===== src/rtl/tlul_host_arbiter.sv =====
// Round-robin TL-UL host arbiter in front of a single tlul_to_axi4 bridge.
// One transaction in flight; unsupported opcodes get a local error response.
module tlul_host_arbiter #(
    parameter int NumHosts    = 4,
    parameter int DataWidth   = 64,
    parameter int AddrWidth   = 32,
    parameter int SourceWidth = 8,
    parameter int MaxSize     = 6,
    localparam int MaskWidth  = DataWidth / 8,
    localparam int IdxW       = (NumHosts > 1) ? $clog2(NumHosts) : 1
) (
    input  logic                            clk_i,
    input  logic                            rst_i,
    input  logic [NumHosts-1:0]             h_a_valid,
    output logic [NumHosts-1:0]             h_a_ready,
    input  logic [NumHosts*AddrWidth-1:0]   h_a_address,
    input  logic [NumHosts*DataWidth-1:0]   h_a_data,
    input  logic [NumHosts*MaskWidth-1:0]   h_a_mask,
    input  logic [NumHosts*SourceWidth-1:0] h_a_source,
    input  logic [NumHosts*MaxSize-1:0]     h_a_size,
    input  logic [NumHosts*3-1:0]           h_a_opcode,
    output logic [NumHosts-1:0]             h_d_valid,
    input  logic [NumHosts-1:0]             h_d_ready,
    output logic [DataWidth-1:0]            h_d_data,
    output logic [SourceWidth-1:0]          h_d_source,
    output logic [2:0]                      h_d_opcode,
    output logic [1:0]                      h_d_error,
    output logic                            m_a_valid,
    input  logic                            m_a_ready,
    output logic [AddrWidth-1:0]            m_a_address,
    output logic [DataWidth-1:0]            m_a_data,
    output logic [MaskWidth-1:0]            m_a_mask,
    output logic [SourceWidth-1:0]          m_a_source,
    output logic [MaxSize-1:0]              m_a_size,
    output logic [2:0]                      m_a_opcode,
    input  logic                            m_d_valid,
    output logic                            m_d_ready,
    input  logic [DataWidth-1:0]            m_d_data,
    input  logic [SourceWidth-1:0]          m_d_source,
    input  logic [2:0]                      m_d_opcode,
    input  logic [1:0]                      m_d_error,
    output logic                            busy_o,
    output logic                            spurious_rsp_o
);

    typedef enum logic [1:0] {
        IDLE,
        REQ,
        WAIT_RSP,
        RSP
    } state_e;

    state_e state_q, state_d;

    logic [IdxW-1:0]        rr_ptr_q, owner_q, winner;
    logic [IdxW:0]          idx;
    logic                   any_req, accept, capture, supported;
    logic [2:0]             win_opcode;
    logic [AddrWidth-1:0]   a_addr_q;
    logic [DataWidth-1:0]   a_data_q;
    logic [MaskWidth-1:0]   a_mask_q;
    logic [SourceWidth-1:0] a_source_q;
    logic [MaxSize-1:0]     a_size_q;
    logic [2:0]             a_opcode_q;
    logic [DataWidth-1:0]   d_data_q;
    logic [SourceWidth-1:0] d_source_q;
    logic [2:0]             d_opcode_q;
    logic [1:0]             d_error_q;
    logic                   spur_q;

    // First requester at or after rr_ptr, wrapping at NumHosts.
    always_comb begin
        winner  = '0;
        any_req = 1'b0;
        idx     = '0;
        for (int k = 0; k < NumHosts; k++) begin
            idx = {1'b0, rr_ptr_q} + (IdxW+1)'(k);
            if (idx >= (IdxW+1)'(NumHosts)) begin
                idx = idx - (IdxW+1)'(NumHosts);
            end
            if (!any_req && h_a_valid[idx[IdxW-1:0]]) begin
                any_req = 1'b1;
                winner  = idx[IdxW-1:0];
            end
        end
    end

    assign win_opcode = h_a_opcode[int'(winner)*3 +: 3];
    assign supported  = (win_opcode == 3'b000) || (win_opcode == 3'b001);

    always_ff @(posedge clk_i) begin
        if (rst_i) begin
            state_q <= IDLE;
        end else begin
            state_q <= state_d;
        end
    end

    always_comb begin
        state_d   = state_q;
        accept    = 1'b0;
        capture   = 1'b0;
        h_a_ready = '0;
        h_d_valid = '0;
        m_a_valid = 1'b0;
        m_d_ready = 1'b0;
        unique case (state_q)
            IDLE: begin
                if (any_req) begin
                    accept            = 1'b1;
                    h_a_ready[winner] = 1'b1;
                    state_d           = supported ? REQ : RSP;
                end
            end
            REQ: begin
                m_a_valid = 1'b1;
                if (m_a_ready) state_d = WAIT_RSP;
            end
            WAIT_RSP: begin
                m_d_ready = 1'b1;
                if (m_d_valid) begin
                    capture = 1'b1;
                    state_d = RSP;
                end
            end
            RSP: begin
                h_d_valid[owner_q] = 1'b1;
                if (h_d_ready[owner_q]) state_d = IDLE;
            end
            default: state_d = IDLE;
        endcase
        // Outputs stay quiet throughout reset, even before the edge lands.
        if (rst_i) begin
            accept    = 1'b0;
            capture   = 1'b0;
            h_a_ready = '0;
            h_d_valid = '0;
            m_a_valid = 1'b0;
            m_d_ready = 1'b0;
        end
    end

    always_ff @(posedge clk_i) begin
        if (rst_i) begin
            rr_ptr_q   <= '0;
            owner_q    <= '0;
            a_addr_q   <= '0;
            a_data_q   <= '0;
            a_mask_q   <= '0;
            a_source_q <= '0;
            a_size_q   <= '0;
            a_opcode_q <= '0;
            d_data_q   <= '0;
            d_source_q <= '0;
            d_opcode_q <= '0;
            d_error_q  <= '0;
            spur_q     <= 1'b0;
        end else begin
            if (accept) begin
                a_addr_q   <= h_a_address[int'(winner)*AddrWidth +: AddrWidth];
                a_data_q   <= h_a_data[int'(winner)*DataWidth +: DataWidth];
                a_mask_q   <= h_a_mask[int'(winner)*MaskWidth +: MaskWidth];
                a_source_q <= h_a_source[int'(winner)*SourceWidth +: SourceWidth];
                a_size_q   <= h_a_size[int'(winner)*MaxSize +: MaxSize];
                a_opcode_q <= win_opcode;
                owner_q    <= winner;
                rr_ptr_q   <= (winner == IdxW'(NumHosts-1)) ? '0 : winner + 1'b1;
                if (!supported) begin
                    d_data_q   <= '0;
                    d_source_q <= h_a_source[int'(winner)*SourceWidth +: SourceWidth];
                    d_opcode_q <= 3'b000;
                    d_error_q  <= 2'b10;
                end
            end
            // The bridge does not hold D, so take it the cycle it appears.
            if (capture) begin
                d_data_q   <= m_d_data;
                d_source_q <= m_d_source;
                d_opcode_q <= m_d_opcode;
                d_error_q  <= m_d_error;
            end
            if (m_d_valid && (state_q != WAIT_RSP)) begin
                spur_q <= 1'b1;
            end
        end
    end

    assign m_a_address    = rst_i ? '0 : a_addr_q;
    assign m_a_data       = rst_i ? '0 : a_data_q;
    assign m_a_mask       = rst_i ? '0 : a_mask_q;
    assign m_a_source     = rst_i ? '0 : a_source_q;
    assign m_a_size       = rst_i ? '0 : a_size_q;
    assign m_a_opcode     = rst_i ? '0 : a_opcode_q;
    assign h_d_data       = rst_i ? '0 : d_data_q;
    assign h_d_source     = rst_i ? '0 : d_source_q;
    assign h_d_opcode     = rst_i ? '0 : d_opcode_q;
    assign h_d_error      = rst_i ? '0 : d_error_q;
    assign busy_o         = !rst_i && (state_q != IDLE);
    assign spurious_rsp_o = !rst_i && spur_q;

endmodule

===== config.mk =====
export PLATFORM = sky130hd
export DESIGN_NAME = tlul_host_arbiter
export DESIGN_NICKNAME = d
export VERILOG_FILES = /design/src/rtl/tlul_host_arbiter.sv
export SDC_FILE = /design/constraint.sdc
export NUM_CORES = 1
export LEC_CHECK = 0
export ABC_AREA = 0
export BUFFER_PORTS_ARGS = -buffer_cell sky130_fd_sc_hd__buf_4
export CORE_AREA = 2 2 306 308
export CTS_BUF_LIST = sky130_fd_sc_hd__clkbuf_8 sky130_fd_sc_hd__clkbuf_16
export CTS_CLUSTER_DIAMETER = 100
export CTS_CLUSTER_SIZE = 24
export DETAILED_ROUTE_END_ITERATION = 8
export DIE_AREA = 0 0 308 310
export GPL_ROUTABILITY_DRIVEN = 1
export SLEW_MARGIN = 20
export SYNTH_ARGS = -nofsm -noshare
export SYNTH_HDL_FRONTEND = slang
export SYNTH_SLANG_ARGS = --single-unit

===== constraint.sdc =====
create_clock -name clk_i -period 4.83 [get_ports clk_i]
set_input_delay 0.966 -clock clk_i [delete_from_list [all_inputs] [get_ports clk_i]]
set_output_delay 0.966 -clock clk_i [all_outputs]
set_load 0.01 [all_outputs]

==> reports/metrics.cfg, run 1 <==
[die]
die_w_microns=308
num_io_pins=783
dieArea_sq_um=95500
start_util_pct=13.7
rows=112
core_sq_um=92500
die_h_microns=310

[sta]
skew_ns=0.0221
fin_crit_sh_pct=87.8
min_period_ns=4.24
max_clock_freq_mhz=236
setup_slack_ns=0.591
relSlewSlack_pct=30.4
rsz0062_at_grt=no
worstMarginPinSlew_ns=1.04
hold_slack_ns=0.451
finalSetupViolations=0
final-hold-violation-count=0
slew_viol_final=0
final.setup.tns_ns=0

[finish]
drive_gt1_share_pct=36.0
utilization_pct=21.9
final_cell_count_no_fill=3584
nets=2950
areaGrowthSynthToFinish_pct=59.5

[routing]
vias_per_cell=4.23
via_count=15100
first_pass_iters=5
drc=0
detail-route-antenna-nets=0
wl_microns=66800
first_iter_violations=1241
wl_per_cell_microns=18.6

[power_and_ir_drop]
p_sw_uw=4100
p_per_area_nw_per_um2=460
vdd_drop_max_uv=532
switching_share_pct=44.1
leakage_uw=0.00883
seq_power_share_pct=26.7
pwr-share-comb_pct=55.6
p_clk_share_pct=17.7
p_int_uw=5200

[min_path]
min_path_cells=2
worstHoldPathType=reg2reg

[global_routing]
grt_pass1_vias=14400
antenna_found_initial=6
grt_use_total_pct=12.8
grt_max_degree=125
grt_pass1_wl_microns=93300
overflow=0

[synth]
synth_area_leaders=dfxtp_1 32%, nand2_1 13%, nor2b_1 10%
synth_nets=2302
synth_area_leader_cell=dfxtp_1
synth.avg_cell_area_sq_um=7.36
synth_ff_type=dfxtp_1
synth_cells=1724
yosys_warnings=0
synth-edff-count=0
netlist.area_leader.share_pct=32.3
yosys-top-cells-count=425 x nand2_1, 205 x dfxtp_1, 203 x nor2b_1, 131 x clkbuf_1, 121 x and3_1
synth-seq-area-share_pct=32.3
ys_types=50
ys_ff_latch=205
syn_area_sq_um=12700
yosysMostFrequentCell=nand2_1
synthArstFlopShare_pct=0

[clock_tree]
clkLatencyLatePin_ns=0.55
cts_root_buffer=clkbuf_16
cts_buffers=18
cts_hold_buf=0
cts.htree.levels=1
cts-resized-gates=0
clk_pin_slew_ns=0.08
clock-sinks=205
cts_post_setup_buffers_inserted=0
tritoncts=yes
clk_path_buf_depth=3

[placed_design]
dpl.hpwl_microns=50800
dpl_worst_slack_ns=0.554
place.gp.congestion=0.861
port_buffers=782
placedCellCount=3549

[worst_setup_path]
cp-end-kind=output pin
r2r_cells=8
cp.required_ns=3.86
critPathKind=in2out
cp-start-kind=primary input
worst_ep_arrival_time_ns=3.27
crit_fanout=44

[job]
max-cap-violations=0

[status]
status=completed

-- power groups by stage --
| stage | clock network, uW | registers, uW | logic (uW) |
|---|---|---|---|
| after floorplan | 0 | 2420 | 3320 |
| after global placement | 0 | 2510 | 5170 |
| after detailed placement | 0 | 2520 | 5190 |
| after CTS | 1750 | 2490 | 5210 |
| after global routing | 1800 | 2550 | 5630 |
| final | 1640 | 2490 | 5180 |
-- cells by family (layout without fill, tap and decap cells) --
family	after synthesis	in the layout	synth area share, %
DFF	205	205	32.3
and+or+nand+nor	856	856	33.6
other	0	5	0
AOI/OAI and AO/OA	449	449	25.3
muxes	21	21	1.77
buffers and inverters	188	846	6.50
adders and majority gates	5	5	0.493
-- state kept, by name, summed over array words and instances (netlist names), 3 cells and up --
signal and flops:
a_data_q 64, d_data_q 64, a_addr_q 32, a_mask_q 8, a_source_q 8, d_source_q 8, a_size_q 6, a_opcode_q 3
d_opcode_q 3
-- through the flow --
step | cell area, sq um | power, uW
floorplan | 12700 | 5750
global placement | 19600 | 7680
detailed placement | 19600 | 7710
CTS | 20200 | 9450
global route | 20200 | 9980
finish | 20200 | 9310
-- cells in the final DEF, fill, tap and decap left out, types with 10 or more instances in the layout --
| cell | count |
|---|---|
| a211oi_1 | 119 |
| a21oi_1 | 110 |
| a311o_1 | 105 |
| and3_1 | 120 |
| buf_4 | 798 |
| clkbuf_16 | 18 |
| dfxtp_1 | 205 |
| mux2i_1 | 18 |
| nand2_1 | 424 |
| nand2b_1 | 69 |
| nor2_1 | 16 |
| nor2b_1 | 203 |
| o21ai_0 | 67 |
| o21ai_1 | 10 |
-- critical path, cell delays in order --
cell and delay (ns):
buf_4 0.13, nor2b_1 0.17, or4b_4 0.72, and2_4 0.24, inv_8 0.23, ha_1 0.22
and2_1 0.38, buf_4 0.20
-- routing by layer --
layer  vias up  GRT usage, %  part of all wire, %  wire, microns
met1      7070          15.4                   40          26900
li1       7324             -                    -              -
met2       672          22.1                   48          32400
met3        81          3.38                  7.8           5240
met4         2          4.39                  3.5           2330
met5         -             0                0.019             13
-- worst paths after layout --
kind	start	end	slack (ns)
hold / removal	a_addr_q[23]	a_addr_q[23]	0.45
hold reg to reg	a_addr_q[23]	a_addr_q[23]	0.45
setup reg to reg	rr_ptr_q[0]	a_size_q[1]	1.58
setup / recovery	h_a_valid[2]	h_a_ready[3]	0.59
-- layout make-up --
class                      instances  area (sq um)
fill                           10300         72200
multi-input combinational       1331          7790
timing repair buffer             807          6170
sequential                       205          4100
tap                             1197          1500
clock buffer                      19           464
clock inverter                    11           163
inverter                           9          41.3
antenna                            5          12.5
(Power assumes the default switching activity.)
==> run 2: changes to the inputs <==
CORE_AREA = 2 2 305 307   (was 2 2 306 308)
DIE_AREA = 0 0 307 309   (was 0 0 308 310)
GPL_TIMING_DRIVEN = 0   (was not set)
==> run 2 against run 1 <==
  * Hold slack is essentially flat
  * Critical path depth shrank 1
  * Highest routed layer unchanged
  * Critical path type unchanged
  * Register-to-register slack got worse by 0.71 ns
  * Die area is 0.65% lower
==> reports/metrics.cfg, run 2 (synthesized netlist as in run 1, its figures left out) <==
[sta]
max_clock_freq_mhz=219
final-hold-violation-count=0
setup_slack_ns=0.257
relSlewSlack_pct=24.4
final.setup.tns_ns=0
rsz0062_at_grt=no
finalSetupViolations=0
min_period_ns=4.57
slew_viol_final=0
worstMarginPinSlew_ns=1.13
skew_ns=0.0267
fin_crit_sh_pct=94.7

[finish]
reg_top3=a_data_q x64, d_data_q x64, a_addr_q x32
layout_commonest_cell=buf_4
drive_gt1_share_pct=34.8
mostFrequentLayoutCells=800 x buf_4, 424 x nand2_1, 205 x dfxtp_1, 203 x nor2b_1, 121 x and3_1
nets=3103
areaGrowthSynthToFinish_pct=62.6
utilization_pct=22.6

[routing]
drc=0
detail-route-antenna-nets=0
wl_microns=91000
first_iter_violations=1106
wl_per_cell_microns=24.4
vias_per_cell=4.37
via_count=16300
first_pass_iters=6

[worst_setup_path]
cp-start-kind=primary input
worst_ep_arrival_time_ns=3.61
critPathKind=in2out
cp-end-kind=output pin
crit_fanout=10
cp.required_ns=3.86

[clock_tree]
cts.htree.levels=1
cts_buffers=15
clk_pin_slew_ns=0.08
clk_path_buf_depth=3
cts_hold_buf=0
clock-sinks=205
tritoncts=yes
cts_root_buffer=clkbuf_16
clkLatencyLatePin_ns=0.54

[placed_design]
dpl_worst_slack_ns=-0.187
place.gp.congestion=0.917
dpl.hpwl_microns=75700
port_buffers=782

[die]
core_sq_um=91400
die_h_microns=309
num_io_pins=783
rows=111
start_util_pct=13.9
die_w_microns=307
dieArea_sq_um=94900

[global_routing]
antenna_found_initial=11
grt_max_degree=25
grt_pass1_wl_microns=121000
overflow=0
grt_pass1_vias=15900
grt_use_total_pct=17.9

[status]
status=completed

[power_and_ir_drop]
total_power_uw=10100
leakage_uw=0.00902
p_per_area_nw_per_um2=488
vdd_drop_max_uv=192

[min_path]
worstHoldPathType=reg2reg

[job]
max-cap-violations=0

run 2: changes by cell type in the layout (fill, tap and decap cells not counted), moves of 2 or more:
cell / delta
buf_1: +4
buf_12: -8
buf_16: +2
buf_2: +18
buf_4: +2
buf_6: +3
clkbuf_1: +120
clkbuf_16: -3
clkbuf_2: +16
clkinv_2: +2
clkinv_4: +2
inv_16: -2
inv_8: -2
run 2: where the power goes:
part	leakage (uW)	switching (uW)	internal (uW)
clock	0.000248	740	696
combinational	0.00709	3860	2320
sequential	0.00168	213	2240
total	0.00902	4820	5260
run 2: path summary, 6_finish.rpt:
kind,depth (start not counted),start,slack (ns),end
setup reg to reg,9,rr_ptr_q[0],0.87,a_data_q[0]
hold / removal,2,a_data_q[58],0.45,a_data_q[58]
hold reg to reg,2,a_data_q[58],0.45,a_data_q[58]
setup / recovery,7,rst_i,0.26,m_a_valid
run 2: layer usage:
metal / vias up / global-route usage (%) / share of wire [%]
met2: 739 / 29.5 / 46
met3: 110 / 3.78 / 7.3
met1: 7781 / 23.1 / 43
met5: - / 0 / 0.038
met4: 4 / 6.49 / 4.0
li1: 7636 / - / -
run 2: layout make-up:
class	instances	area [sq um]
flip-flops and latches	205	4100
diodes	6	15.0
clock buffers	15	375
well taps	1186	1480
multi-input cells	1331	7770
inverters	9	35.0
repair buffers	784	5930
plain buffers	179	805
clock inverters	9	129
fillers	10300	70700
run 2: per-stage QoR:
stage | instance area [sq um] | cells | hold slack, ns
floorplan | 12700 | 1724 | 0.429
global placement | 20000 | 3692 | 0.437
detailed placement | 20100 | 3694 | 0.442
CTS | 20600 | 3718 | 0.453
global route | 20600 | 3722 | 0.465
finish | 20600 | 3724 | 0.451
run 2: what timing repair did:
| action | CTS | global route |
|---|---|---|
| setup endpoints to repair | 3 | 2 |
| setup buffers | 0 | 0 |
| gates cloned | 0 | 0 |
| resized for setup | 2 | 1 |
run 2: worst max-delay path, stage by stage:
cell,delay (ns)
buf_4,0.12
buf_1,0.54
clkbuf_1,0.55
clkbuf_2,0.52
buf_1,0.58
nor2_1,0.12
buf_4,0.19
==> run 3: changes to the inputs <==
clock period = 4 ns   (was 4.83 ns; I/O delays follow)
==> run 3 against run 2 <==
  * Clock skew fell by 0.0012 ns
  * Count of clock-buffer cells in the layout is the same
  * Non-clock buffer count fell by 5
  * Die area is the same
  * Via count shrank 0.40%
  * Design area about the same
  * Global-route usage is 0.098 points lower
  * Register-to-register slack got worse by 0.61 ns
  * Sequential share of layout area about the same
  * Critical path type is now in2reg
  * Largest cell class unchanged
  * Largest power group unchanged
==> reports/metrics.cfg, run 3 (synthesized netlist as in run 1, its figures left out) <==
[status]
status=completed

[sta]
rsz0062_at_grt=no
worstMarginPinSlew_ns=1.06
relSlewSlack_pct=28.7
max_clock_freq_mhz=261
min_period_ns=3.83
hold_slack_ns=0.452
final-hold-violation-count=0
fin_crit_sh_pct=95.7
finalSetupViolations=0
setup_slack_ns=0.173
slew_viol_final=0
skew_ns=0.0254

[placed_design]
dpl.hpwl_microns=75700
placedCellCount=3694
dpl_worst_slack_ns=-0.685
port_buffers=782
postPlaceCellArea_sq_um=20100
place.gp.congestion=0.917

[clock_tree]
cts_hold_buf=0
tritoncts=yes
clock-sinks=205
clkLatencyLatePin_ns=0.54
cts_root_buffer=clkbuf_16
cts.htree.levels=1
cts_buffers=15
clk_path_buf_depth=3
clk_pin_slew_ns=0.08

[die]
dieArea_sq_um=94900
die_h_microns=309
core_sq_um=91400
start_util_pct=13.9
die_w_microns=307
num_io_pins=783
rows=111

[global_routing]
grt_pass1_wl_microns=120000
antenna_found_initial=12
grt_use_total_pct=17.8
grt_max_degree=25
overflow=0
grt_pass1_vias=15900

[worst_setup_path]
worst_ep_arrival_time_ns=4.22
crit_chain=buf_4, nor2b_1, or4b_1, buf_2, buf_2, clkbuf_1, and3_1, a211oi_1, a311o_1, a21oi_1
slowest_delay_ns=0.86
crit_path_frequent_cell=buf_2
crit_fanout=10
cp.required_ns=4.39
cp-end-kind=flip-flop
crit_slowest_cell=a211oi_1
cp-start-kind=primary input
critPathKind=in2reg

[finish]
layout_commonest_cell=buf_4
reg_top3=a_data_q x64, d_data_q x64, a_addr_q x32
fin_area_sq_um=20600
final_cell_count_no_fill=3722
utilization_pct=22.6
nets=3098
drive_gt1_share_pct=34.9
mostFrequentLayoutCells=798 x buf_4, 424 x nand2_1, 204 x dfxtp_1, 203 x nor2b_1, 121 x and3_1
areaGrowthSynthToFinish_pct=62.7
n_fill_cell=10300
seqCellArea_sq_um=4110
multi_input_area_sq_um=7780

[routing]
vias_per_cell=4.35
first_pass_iters=5
wl_microns=90400
detail-route-antenna-nets=0
wl_per_cell_microns=24.3
via_count=16200
first_iter_violations=1051
drc=0

[power_and_ir_drop]
leakage_uw=0.00902
vdd_drop_max_uv=232
p_per_area_nw_per_um2=587

[min_path]
worstHoldPathType=reg2reg

[job]
max-cap-violations=0

-- run 3: cell types whose count changed in the layout (fill, tap and decap cells not counted), moves of 2 or more --
cell      before  now
buf_1          4    1
buf_4        800  798
clkbuf_1     120  118
diode_2        6    9
-- run 3: final timing paths --
check | startpoint | endpoint | slack (ns) | depth (start not counted)
worst min-delay path | a_addr_q[7] | a_addr_q[7] | 0.45 | 2
worst max register to register | rr_ptr_q[0] | a_data_q[0] | 0.26 | 9
worst max-delay path | h_a_valid[2] | a_data_q[0] | 0.17 | 10
worst min register to register | a_addr_q[7] | a_addr_q[7] | 0.45 | 2
-- run 3: critical path, delay by kind of cell --
family,cells,cell delay [ns]
AOI/OAI and AO/OA,3,1.18
buffers and inverters,4,1.23
and+or+nand+nor,3,0.98
-- run 3: report_power, final --
part           switching (uW)  internal [uW]  total, uW
Sequential                252           2710       2960
Clock                     893            840       1730
Combinational            4620           2800       7420
Total                    5770           6340      12100
-- run 3: timing repair --
action	in CTS	in global routing
setup endpoints to repair	15	0
gates resized for setup	10	0
buffers inserted	0	0
-- run 3: metal layers --
metal	part of all wire, %	track usage (%)	vias to the layer above
met5	0.033	0	-
met4	3.7	6.07	4
met3	7.4	3.77	109
met2	46	29.5	760
met1	43	23.0	7708
li1	-	-	7624
-- run 3: area by class of cell --
class | count | share of cell area (%)
Multi-Input combinational cell | 1331 | 37.7
Inverter | 9 | 0.188
Sequential cell | 205 | 19.9
Buffer | 174 | 3.81
Antenna cell | 9 | 0.109
Clock inverter | 9 | 0.624
Timing Repair Buffer | 784 | 28.7
Tap cell | 1186 | 7.19
Clock buffer | 15 | 1.82
-- run 3: through the flow --
stage          TNS [ns]  power, uW
6_report              0      12100
5_1_grt               0      12900
4_1_cts               0      12300
3_5_place_dp      -7.15      10500
3_3_place_gp    -130.41      10400
2_1_floorplan         0       6940
